--- config.mk ---
export PLATFORM = sky130hd
export DESIGN_NAME = strobe_rx_check_flat
export DESIGN_NICKNAME = d
export VERILOG_FILES = /design/src/rtl/strobe_rx_pkg.sv /design/src/rtl/strobe_rx_if.sv /design/src/rtl/strobe_rx_start_timer.sv /design/src/rtl/strobe_rx_check.sv /design/src/flat_wrapper.sv
export SDC_FILE = /design/constraint.sdc
export NUM_CORES = 1
export LEC_CHECK = 0
export BUFFER_PORTS_ARGS = -buffer_cell sky130_fd_sc_hd__clkbuf_2
export CAP_MARGIN = 10
export CORE_ASPECT_RATIO = 0.6
export CORE_UTILIZATION = 50
export CTS_BUF_LIST = sky130_fd_sc_hd__clkbuf_8
export DETAILED_ROUTE_END_ITERATION = 10
export PLACE_DENSITY = 0.74
export SYNTH_ARGS = -nofsm -noshare
export SYNTH_HDL_FRONTEND = slang
export SYNTH_SLANG_ARGS = --single-unit
export TNS_END_PERCENT = 1
--- constraint.sdc ---
create_clock -name clk -period 3.1 [get_ports clk]
set_input_delay 0.62 -clock clk [delete_from_list [all_inputs] [get_ports clk]]
set_output_delay 0.62 -clock clk [all_outputs]
set_load 0.02 [all_outputs]
--- src/rtl/strobe_rx_pkg.sv ---
// Shared types and constants for the receive-side strobe checker family.
package strobe_rx_pkg;

  // Checker FSM states, in the order the checker walks through them.
  typedef enum logic [2:0] {
    IDLE     = 3'd0,
    WAIT_DLY = 3'd1,
    SEARCH   = 3'd2,
    ACQUIRE  = 3'd3,
    LOCKED   = 3'd4
  } state_e;

  // Default width of the saturating error counter.
  localparam int ERR_W_DEF = 16;

  // Width of the good/bad strobe streak counters (LOCK_CNT/UNLOCK_CNT <= 15).
  localparam int CNT_W = 4;

endpackage

--- src/rtl/strobe_rx_if.sv ---
// Received-word strobe stream plus checker status.
//
// Qualification rule: there is no backpressure. rx_strobe is meaningful only
// on cycles where rx_marker=1; on rx_marker=0 cycles rx_strobe is don't-care
// and the word is not counted. Status outputs are registered and valid every
// cycle.
interface strobe_rx_if #(
  parameter int ERR_W = strobe_rx_pkg::ERR_W_DEF
);
  logic             rx_marker;
  logic             rx_strobe;
  logic             locked;
  logic             strobe_err;
  logic [ERR_W-1:0] err_count;

  // Source of received words; observes checker status.
  modport master (
    output rx_marker, rx_strobe,
    input  locked, strobe_err, err_count
  );

  // The checker itself.
  modport slave (
    input  rx_marker, rx_strobe,
    output locked, strobe_err, err_count
  );
endinterface

--- src/rtl/strobe_rx_start_timer.sv ---
// Start gate: on the first online cycle loads the delay, counts it down and
// flags the cycle whose clock edge begins searching. Returns to idle whenever
// online drops.
module strobe_rx_start_timer (
  input  logic        clk,
  input  logic        rst_n,
  input  logic        online,
  input  logic [15:0] delay_value,
  output logic        start
);

  logic        active_q, active_d;
  logic [15:0] tmr_q, tmr_d;

  // Timer register with synchronous active-low reset.
  always_ff @(posedge clk) begin
    if (!rst_n) begin
      active_q <= 1'b0;
      tmr_q    <= '0;
    end else begin
      active_q <= active_d;
      tmr_q    <= tmr_d;
    end
  end

  // delay_value is sampled only on the idle->active step; zero delay starts at once.
  always_comb begin
    active_d = active_q;
    tmr_d    = tmr_q;
    start    = 1'b0;
    if (!online) begin
      active_d = 1'b0;
      tmr_d    = '0;
    end else if (!active_q) begin
      active_d = 1'b1;
      tmr_d    = delay_value;
      start    = (delay_value == 16'd0);
    end else if (tmr_q != 16'd0) begin
      tmr_d = tmr_q - 16'd1;
      start = (tmr_q == 16'd1);
    end
  end

endmodule

--- src/rtl/strobe_rx_check.sv ---
// Strobe alignment checker: finds the first strobe, requires LOCK_CNT good
// strobes to lock, then reports early/missing strobes while locked.
module strobe_rx_check
  import strobe_rx_pkg::*;
#(
  parameter int LOCK_CNT   = 4,
  parameter int UNLOCK_CNT = 2,
  parameter int ERR_W      = ERR_W_DEF
) (
  input  logic        clk,
  input  logic        rst_n,
  input  logic [15:0] interval,
  input  logic [15:0] delay_value,
  input  logic        online,
  input  logic        err_clr,
  strobe_rx_if.slave  rx,
  output state_e      state_dbg
);

  state_e             state_q, state_d;
  logic [15:0]        word_cnt_q, word_cnt_d;
  logic [CNT_W-1:0]   good_cnt_q, good_cnt_d;
  logic [CNT_W-1:0]   bad_cnt_q, bad_cnt_d;
  logic               locked_q, locked_d;
  logic               strobe_err_q, strobe_err_d;
  logic [ERR_W-1:0]   err_cnt_q, err_cnt_d;
  logic               start;
  logic               expected, on_time, fault;

  strobe_rx_start_timer u_start (
    .clk         (clk),
    .rst_n       (rst_n),
    .online      (online),
    .delay_value (delay_value),
    .start       (start)
  );

  // State and counter registers with synchronous active-low reset.
  always_ff @(posedge clk) begin
    if (!rst_n) begin
      state_q      <= IDLE;
      word_cnt_q   <= '0;
      good_cnt_q   <= '0;
      bad_cnt_q    <= '0;
      locked_q     <= 1'b0;
      strobe_err_q <= 1'b0;
      err_cnt_q    <= '0;
    end else begin
      state_q      <= state_d;
      word_cnt_q   <= word_cnt_d;
      good_cnt_q   <= good_cnt_d;
      bad_cnt_q    <= bad_cnt_d;
      locked_q     <= locked_d;
      strobe_err_q <= strobe_err_d;
      err_cnt_q    <= err_cnt_d;
    end
  end

  // Next-state logic and per-marker-word strobe evaluation.
  always_comb begin
    state_d      = state_q;
    word_cnt_d   = word_cnt_q;
    good_cnt_d   = good_cnt_q;
    bad_cnt_d    = bad_cnt_q;
    locked_d     = locked_q;
    strobe_err_d = 1'b0;
    err_cnt_d    = err_cnt_q;
    // >= rather than == so a live interval decrease cannot strand word_cnt.
    expected     = (word_cnt_q >= interval);
    on_time      = rx.rx_strobe & expected;
    fault        = rx.rx_strobe ^ expected;

    if (!online) begin
      state_d    = IDLE;
      word_cnt_d = '0;
      good_cnt_d = '0;
      bad_cnt_d  = '0;
      locked_d   = 1'b0;
    end else begin
      case (state_q)
        IDLE:     state_d = start ? SEARCH : WAIT_DLY;
        WAIT_DLY: if (start) state_d = SEARCH;
        SEARCH: begin
          if (rx.rx_marker && rx.rx_strobe) begin
            state_d    = ACQUIRE;
            word_cnt_d = '0;
            good_cnt_d = '0;
          end
        end
        ACQUIRE, LOCKED: begin
          if (rx.rx_marker) begin
            // Any strobe (good or early) or a missing one resyncs the word count.
            word_cnt_d = (on_time || fault) ? '0 : word_cnt_q + 16'd1;
            if (state_q == ACQUIRE) begin
              if (fault) begin
                good_cnt_d = '0;
              end else if (on_time) begin
                if (good_cnt_q == CNT_W'(LOCK_CNT - 1)) begin
                  state_d    = LOCKED;
                  locked_d   = 1'b1;
                  good_cnt_d = '0;
                  bad_cnt_d  = '0;
                end else begin
                  good_cnt_d = good_cnt_q + CNT_W'(1);
                end
              end
            end else begin
              if (fault) begin
                strobe_err_d = 1'b1;
                if (err_cnt_q != '1) err_cnt_d = err_cnt_q + ERR_W'(1);
                if (bad_cnt_q == CNT_W'(UNLOCK_CNT - 1)) begin
                  state_d   = SEARCH;
                  locked_d  = 1'b0;
                  bad_cnt_d = '0;
                end else begin
                  bad_cnt_d = bad_cnt_q + CNT_W'(1);
                end
              end else if (on_time) begin
                bad_cnt_d = '0;
              end
            end
          end
        end
        default: state_d = IDLE;
      endcase
    end

    // Clear wins over a same-cycle increment; the strobe_err pulse is unaffected.
    if (err_clr) err_cnt_d = '0;
  end

  assign rx.locked     = locked_q;
  assign rx.strobe_err = strobe_err_q;
  assign rx.err_count  = err_cnt_q;
  assign state_dbg     = state_q;

endmodule

--- src/flat_wrapper.sv ---
// flat-port wrapper written by rule: the top's interface ports become plain ports
module strobe_rx_check_flat import strobe_rx_pkg::*;
#(
  parameter int LOCK_CNT   = 4,
  parameter int UNLOCK_CNT = 2,
  parameter int ERR_W      = ERR_W_DEF
)
  (clk, rst_n, interval, delay_value, online, err_clr, state_dbg, rx_rx_marker, rx_rx_strobe, rx_locked, rx_strobe_err, rx_err_count);
  strobe_rx_if #(.ERR_W(ERR_W)) rx_i ();
  input  logic clk;
  input  logic rst_n;
  input  logic [15:0] interval;
  input  logic [15:0] delay_value;
  input  logic online;
  input  logic err_clr;
  output state_e state_dbg;
  input wire logic [$bits(rx_i.rx_marker)-1:0] rx_rx_marker;
  input wire logic [$bits(rx_i.rx_strobe)-1:0] rx_rx_strobe;
  output wire logic [$bits(rx_i.locked)-1:0] rx_locked;
  output wire logic [$bits(rx_i.strobe_err)-1:0] rx_strobe_err;
  output wire logic [$bits(rx_i.err_count)-1:0] rx_err_count;
  assign rx_i.rx_marker = rx_rx_marker;
  assign rx_i.rx_strobe = rx_rx_strobe;
  assign rx_locked = rx_i.locked;
  assign rx_strobe_err = rx_i.strobe_err;
  assign rx_err_count = rx_i.err_count;
  strobe_rx_check #(.LOCK_CNT(LOCK_CNT), .UNLOCK_CNT(UNLOCK_CNT), .ERR_W(ERR_W)) u_core (.clk(clk), .rst_n(rst_n), .interval(interval), .delay_value(delay_value), .online(online), .err_clr(err_clr), .rx(rx_i), .state_dbg(state_dbg));
endmodule
==> results.toml, run 1 <==
[finish]
antenna_cells = 0
nets = 600
layout-drive-gt1-share = 0.248
syn2layout_area_growth_pct = 23.5
fin_area_um2 = 4580
stdcell_count = 628

[worst_setup_path]
path_class = "primary input to flop"
path_cells = "buf_2, inv_8, ha_4, a21o_1, a21oi_2, o22ai_1, a211oi_1, buf_4, o21a_1, ha_4, nor4b_4, a31oi_2, or3_4, or3b_1, a21oi_1"
critPathMaxStageDelay_ns = 0.39
start_kind = "primary input"
cpMostUsedCell = "ha_4"
crit_path_end_kind = "flop"
cp_data_arrival_time_ns = 3.34
cp_slowest_cell = "or3_4"
required_ns = 3.36
path_max_fanout = 3

[logic_synthesis]
synth_seq_cells = 62
yosysWarnings = 0
synth.area.top_cells = "dfxtp_1 (33%), ha_1 (8.4%), nor2_1 (5.7%)"
synth_top_area_share = 0.335
yosysUniqueCellTypes = 57
ys_seq_area_frac = 0.335
synth_top_cells_by_count = "dfxtp_1 (62), nor2_1 (56), nand2_1 (30)"
yosysTopAreaCell = "dfxtp_1"
synthesis.area_um2 = 3710
synth_edf_count = 0
syn-num-nets = 517
synthArstFlopShare = 0
synthCells = 454
yosysMostFrequentCell = "dfxtp_1"
ys.flop_type = "dfxtp_1"
syn_avg_cell_area_um2 = 8.17

[placed_design]
dp_cells = 613
dp_hpwl_mm = 6.87
port_buffers = 58
gp_congestion = 0.823
post_dp_cell_area_um2 = 4330

[sta]
slew_violations = 0
finalSetupViolations = 0
clock_skew_ns = 0.0112
period_share = 0.992
max_freq_mhz = 325
slew_headroom = 0.536
rsz0062_at_grt = "yes"
post-route-min-period_ns = 3.08
worst_slew_pin_slew_ns = 0.693
hold_viol_final = 0

[clock_tree]
htreeDepth = 3
cts_sinks = 62
cts_tree = "built"
root_buffer = "clkbuf_8"
postCtsHoldBufs = 0
clockBufferDepth = 2
post_cts_buffers = 0
clock_latency_ns = 0.34
numCtsBuffers = 9
clk_pin_slew_ns = 0.07

[detailed_routing]
vias_per_cell = 5.60
wl_mm = 9.35
dr.first_iter.drc_count = 210
drc = 0
vias = 3516
drt-wirelength-per-cell_um = 14.9
dr.pass1.iters = 5
ant_nets = 0

[global_routing]
grt.total_usage = 0.246
grt_pass1_wl_mm = 14.7
grt_pass1_vias = 3021
antenna_found_initial = 0
overflow = 0
grt_max_degree = 26

[run_status]
status = "finished, final reports clean"

[floorplan]
fp.dieW_um = 113
dieArea_um2 = 7780
core_um2 = 6910
die_y_um = 68.7
start_util = 0.537
rows = 23
pin_count = 59

[power_and_ir_drop]
power_density_nw_per_um2 = 378
peakVddDrop_v = 0.000254
p_leak_nw = 1.88

[flow_run]
cap_violations = 0

[min_path]
hp-class = "primary input to flop"
[layout make-up]
class / count / area (um^2)
multi-input combinational: 349 / 2420
fill: 559 / 2320
sequential: 62 / 1240
timing repair buffer: 87 / 508
clock buffer: 10 / 138
inverter: 28 / 115
tap: 87 / 109
clock inverter: 5 / 51.3
[critical path, delay by kind of cell]
kind,cells,cell delay (ns)
AOI/OAI and AO/OA,7,0.98
adders and majority gates,2,0.43
buffers and inverters,3,0.32
and+or+nand+nor,3,1.00
[per-layer routing]
| layer | global-route usage | part of all wire | vias to the layer above |
|---|---|---|---|
| li1 | - | - | 1804 |
| met1 | 0.350 | 0.52 | 1579 |
| met2 | 0.367 | 0.41 | 118 |
| met3 | 0.0577 | 0.062 | 15 |
| met4 | 0.0839 | 0.014 | 0 |
| met5 | 0 | 0 | - |
[report_power, final]
group	internal, mW	switching [mW]	total, mW
clock network	0.383	0.315	0.698
registers	0.809	0.0169	0.826
logic	0.0926	0.117	0.209
total	1.28	0.448	1.73
[logic make-up (layout without fill, tap and decap cells)]
| group | Yosys count | after routing | synth area share |
|---|---|---|---|
| AOI/OAI and AO/OA | 80 | 80 | 0.134 |
| xor gates and xnor gates | 32 | 32 | 0.0756 |
| adders and majority gates | 25 | 25 | 0.0843 |
| buffers and inverters | 43 | 130 | 0.0459 |
| DFF | 62 | 62 | 0.335 |
| muxes | 8 | 8 | 0.0226 |
| and+or+nand+nor | 204 | 204 | 0.303 |
[through the flow]
| step | TNS, ns | utilization | setup WS, ns | hold WS (ns) | power (mW) |
|---|---|---|---|---|---|
| CTS | 0 | 0.655 | 0.00788 | 0.478 | 1.74 |
| global placement | -4.82 | 0.627 | -0.339 | 0.494 | 1.04 |
| global route | -0.446 | 0.663 | -0.117 | 0.496 | 1.80 |
| floorplan | -0.0860 | - | -0.0860 | 0.474 | 0.977 |
| finish | 0 | 0.663 | 0.0236 | 0.489 | 1.73 |
| detailed placement | -5.56 | 0.627 | -0.406 | 0.506 | 1.05 |
[sequential cells by signal, summed over array words and instances, names as in the netlist]
register                 cells
u_core.bad_cnt_q             4
u_core.good_cnt_q            4
u_core.rx.err_count         16
u_core.rx.locked             1
u_core.rx.strobe_err         1
u_core.state_dbg             3
u_core.u_start.active_q      1
u_core.u_start.tmr_q        16
u_core.word_cnt_q           16
[layout by cell type, fill, tap and decap left out, types with 4 or more instances in the layout]
cell type	netlist	layout
nor3_1	10	10
clkbuf_8	0	10
ha_1	25	20
nor2_1	56	56
mux2i_1	5	5
or4_1	4	4
inv_1	28	24
nor4_1	16	13
xnor2_1	17	17
nand3_1	17	17
clkbuf_2	0	57
a21oi_1	28	26
and3_1	5	4
a211oi_1	5	5
and4_1	7	6
xor2_1	15	15
dfxtp_1	62	60
ha_4	0	5
nand2b_1	6	6
a31oi_1	4	4
nand2_1	30	30
o21ai_0	17	16
a21o_1	6	6
buf_4	0	29
nand4_1	21	21
and2_1	7	7
[repair_timing]
action,in CTS,in global routing
endpoints found under the setup margin,1,19
gates cloned,0,0
pin swaps,1,3
gates resized for setup,0,15
[path summary, 6_finish.rpt]
kind / depth (start not counted) / slack [ns] / startpoint / end
setup reg to reg: 13 / 0.03 / u_core.word_cnt_q[0] / u_core.bad_cnt_q[2]
setup / recovery: 15 / 0.02 / interval[9] / u_core.bad_cnt_q[2]
hold / removal: 3 / 0.49 / delay_value[13] / u_core.u_start.tmr_q[13]
hold reg to reg: 2 / 0.52 / u_core.bad_cnt_q[1] / u_core.bad_cnt_q[1]
(Power assumes the default switching activity.)
==> inputs of run 2 (changes only) <==
CTS_CLUSTER_SIZE = 25   (was unset)
SETUP_SLACK_MARGIN = 0.15   (was unset)
==> run 2 against run 1 <==
Clock skew barely moved. Critical path type unchanged. Critical endpoint unchanged. Sequential power barely moved. Wire length rose by 0.32%. Clock power barely moved. Largest power group unchanged. Largest cell class unchanged.
==> results.toml, run 2 (same netlist as run 1, synthesis figures left out) <==
[finish]
syn2layout_area_growth_pct = 24.6
seqCellArea_um2 = 1240
final_cell_mix = "dfxtp_1 (59), clkbuf_2 (57), nor2_1 (55)"
antenna_cells = 0
multi_input_area_um2 = 2430
layout-drive-gt1-share = 0.260
final_common_cell = "dfxtp_1"
final_core_util = 0.669
fillers = 553
nets = 602

[sta]
clock_skew_ns = 0.0117
slew_violations = 0
period_share = 0.997
worst_slew_pin_slew_ns = 0.712
holdWs_ns = 0.487
hold_viol_final = 0
finalSetupViolations = 0
post-route-min-period_ns = 3.09
slew_headroom = 0.523
max_freq_mhz = 324
rsz0062_at_grt = "yes"

[min_path]
hp-class = "primary input to flop"

[power_and_ir_drop]
peakVddDrop_v = 0.000254
p_total_mw = 1.74
power_density_nw_per_um2 = 376
p_leak_nw = 1.89

[floorplan]
die_y_um = 68.7
start_util = 0.537
rows = 23
pin_count = 59
fp.dieW_um = 113
dieArea_um2 = 7780
core_um2 = 6910

[global_routing]
grt.total_usage = 0.249
antenna_found_initial = 0
overflow = 0
grt_pass1_vias = 3041
grt_max_degree = 26
grt_pass1_wl_mm = 14.9

[worst_setup_path]
cp_data_arrival_time_ns = 3.36
start_kind = "primary input"
crit_path_end_kind = "flop"
critPathBufInv = 3
required_ns = 3.37
path_cells = "clkbuf_2, inv_4, ha_4, a21o_1, a21oi_2, o22ai_1, a211oi_1, buf_4, o21a_1, ha_4, nor4b_4, a31oi_2, or3_4, or3b_1, a21oi_1"
cpMostUsedCell = "ha_4"
path_max_fanout = 3
path_class = "primary input to flop"
reg2reg_slack_ns = 0.04
critPathMaxStageDelay_ns = 0.40
critPathTopFamily = "simple AND/OR/NAND/NOR gates"
cp_slowest_cell = "or3_4"

[detailed_routing]
drc = 0
dr.first_iter.drc_count = 213
dr.pass1.iters = 7
vias_per_cell = 5.63
drt-wirelength-per-cell_um = 14.9
ant_nets = 0
wl_mm = 9.38
vias = 3546

[clock_tree]
cts_tree = "built"
root_buffer = "clkbuf_8"
htreeDepth = 3
clk_pin_slew_ns = 0.07
numCtsBuffers = 9
cts_sinks = 62
postCtsHoldBufs = 0
clockBufferDepth = 2
clock_latency_ns = 0.34

[placed_design]
gp_congestion = 0.823
dp_hpwl_mm = 6.87
port_buffers = 58

[flow_run]
cap_violations = 0

[run_status]
status = "finished, final reports clean"
==> run 2: per-stage QoR <==
stage | setup WS (ns) | cell area (um^2) | std cells | TNS (ns)
after floorplan | -0.0860 | 3780 | 454 | -0.0860
after global placement | -0.339 | 4330 | 613 | -4.82
after detailed placement | -0.406 | 4330 | 613 | -5.56
after CTS | 0.0408 | 4550 | 629 | 0
after global routing | -0.130 | 4620 | 630 | -0.387
final | 0.0102 | 4620 | 630 | 0
==> run 2: worst paths after layout <==
kind / start / endpoint / depth (start not counted)
max: interval[13] / u_core.bad_cnt_q[2] / 15
min: delay_value[13] / u_core.u_start.tmr_q[13] / 3
max reg2reg: u_core.word_cnt_q[0] / u_core.bad_cnt_q[2] / 13
min reg2reg: u_core.bad_cnt_q[1] / u_core.bad_cnt_q[1] / 2
==> run 2: per-layer routing <==
layer | track usage | vias up | share of wire
li1 | - | 1805 | -
met1 | 0.355 | 1621 | 0.51
met2 | 0.370 | 109 | 0.42
met3 | 0.0577 | 11 | 0.061
met4 | 0.0839 | 0 | 0.010
met5 | 0 | - | 0
==> run 2: power breakdown <==
| part | internal (mW) | total, mW | switching (mW) |
|---|---|---|---|
| clock | 0.383 | 0.698 | 0.315 |
| combinational | 0.0940 | 0.211 | 0.117 |
| sequential | 0.809 | 0.826 | 0.0169 |
| total | 1.29 | 1.74 | 0.449 |
==> run 2: worst reg2reg max path, stage by stage (launching register included) <==
cell and delay, ns:
dfxtp_2 0.34, inv_1 0.09, ha_1 0.27, nand2b_1 0.14, a21o_1 0.17, a21oi_1 0.13, o21a_1 0.18, o21a_1 0.17
ha_4 0.23, nor4b_4 0.27, a31oi_2 0.14, or3_4 0.40, or3b_1 0.35, a21oi_1 0.13
==> run 2: area by class of cell <==
cell class / instances / area share
multi-input combinational: 349 / 0.526
sequential: 62 / 0.269
timing repair buffer: 89 / 0.115
clock buffer: 10 / 0.0298
inverter: 28 / 0.0249
tap: 87 / 0.0236
clock inverter: 5 / 0.0111
==> run 2: what timing repair did <==
| action | CTS | global route |
|---|---|---|
| endpoints found under the setup margin | 18 | 26 |
| pin swaps | 3 | 3 |
| resized for setup | 3 | 17 |
| setup buffers | 1 | 1 |
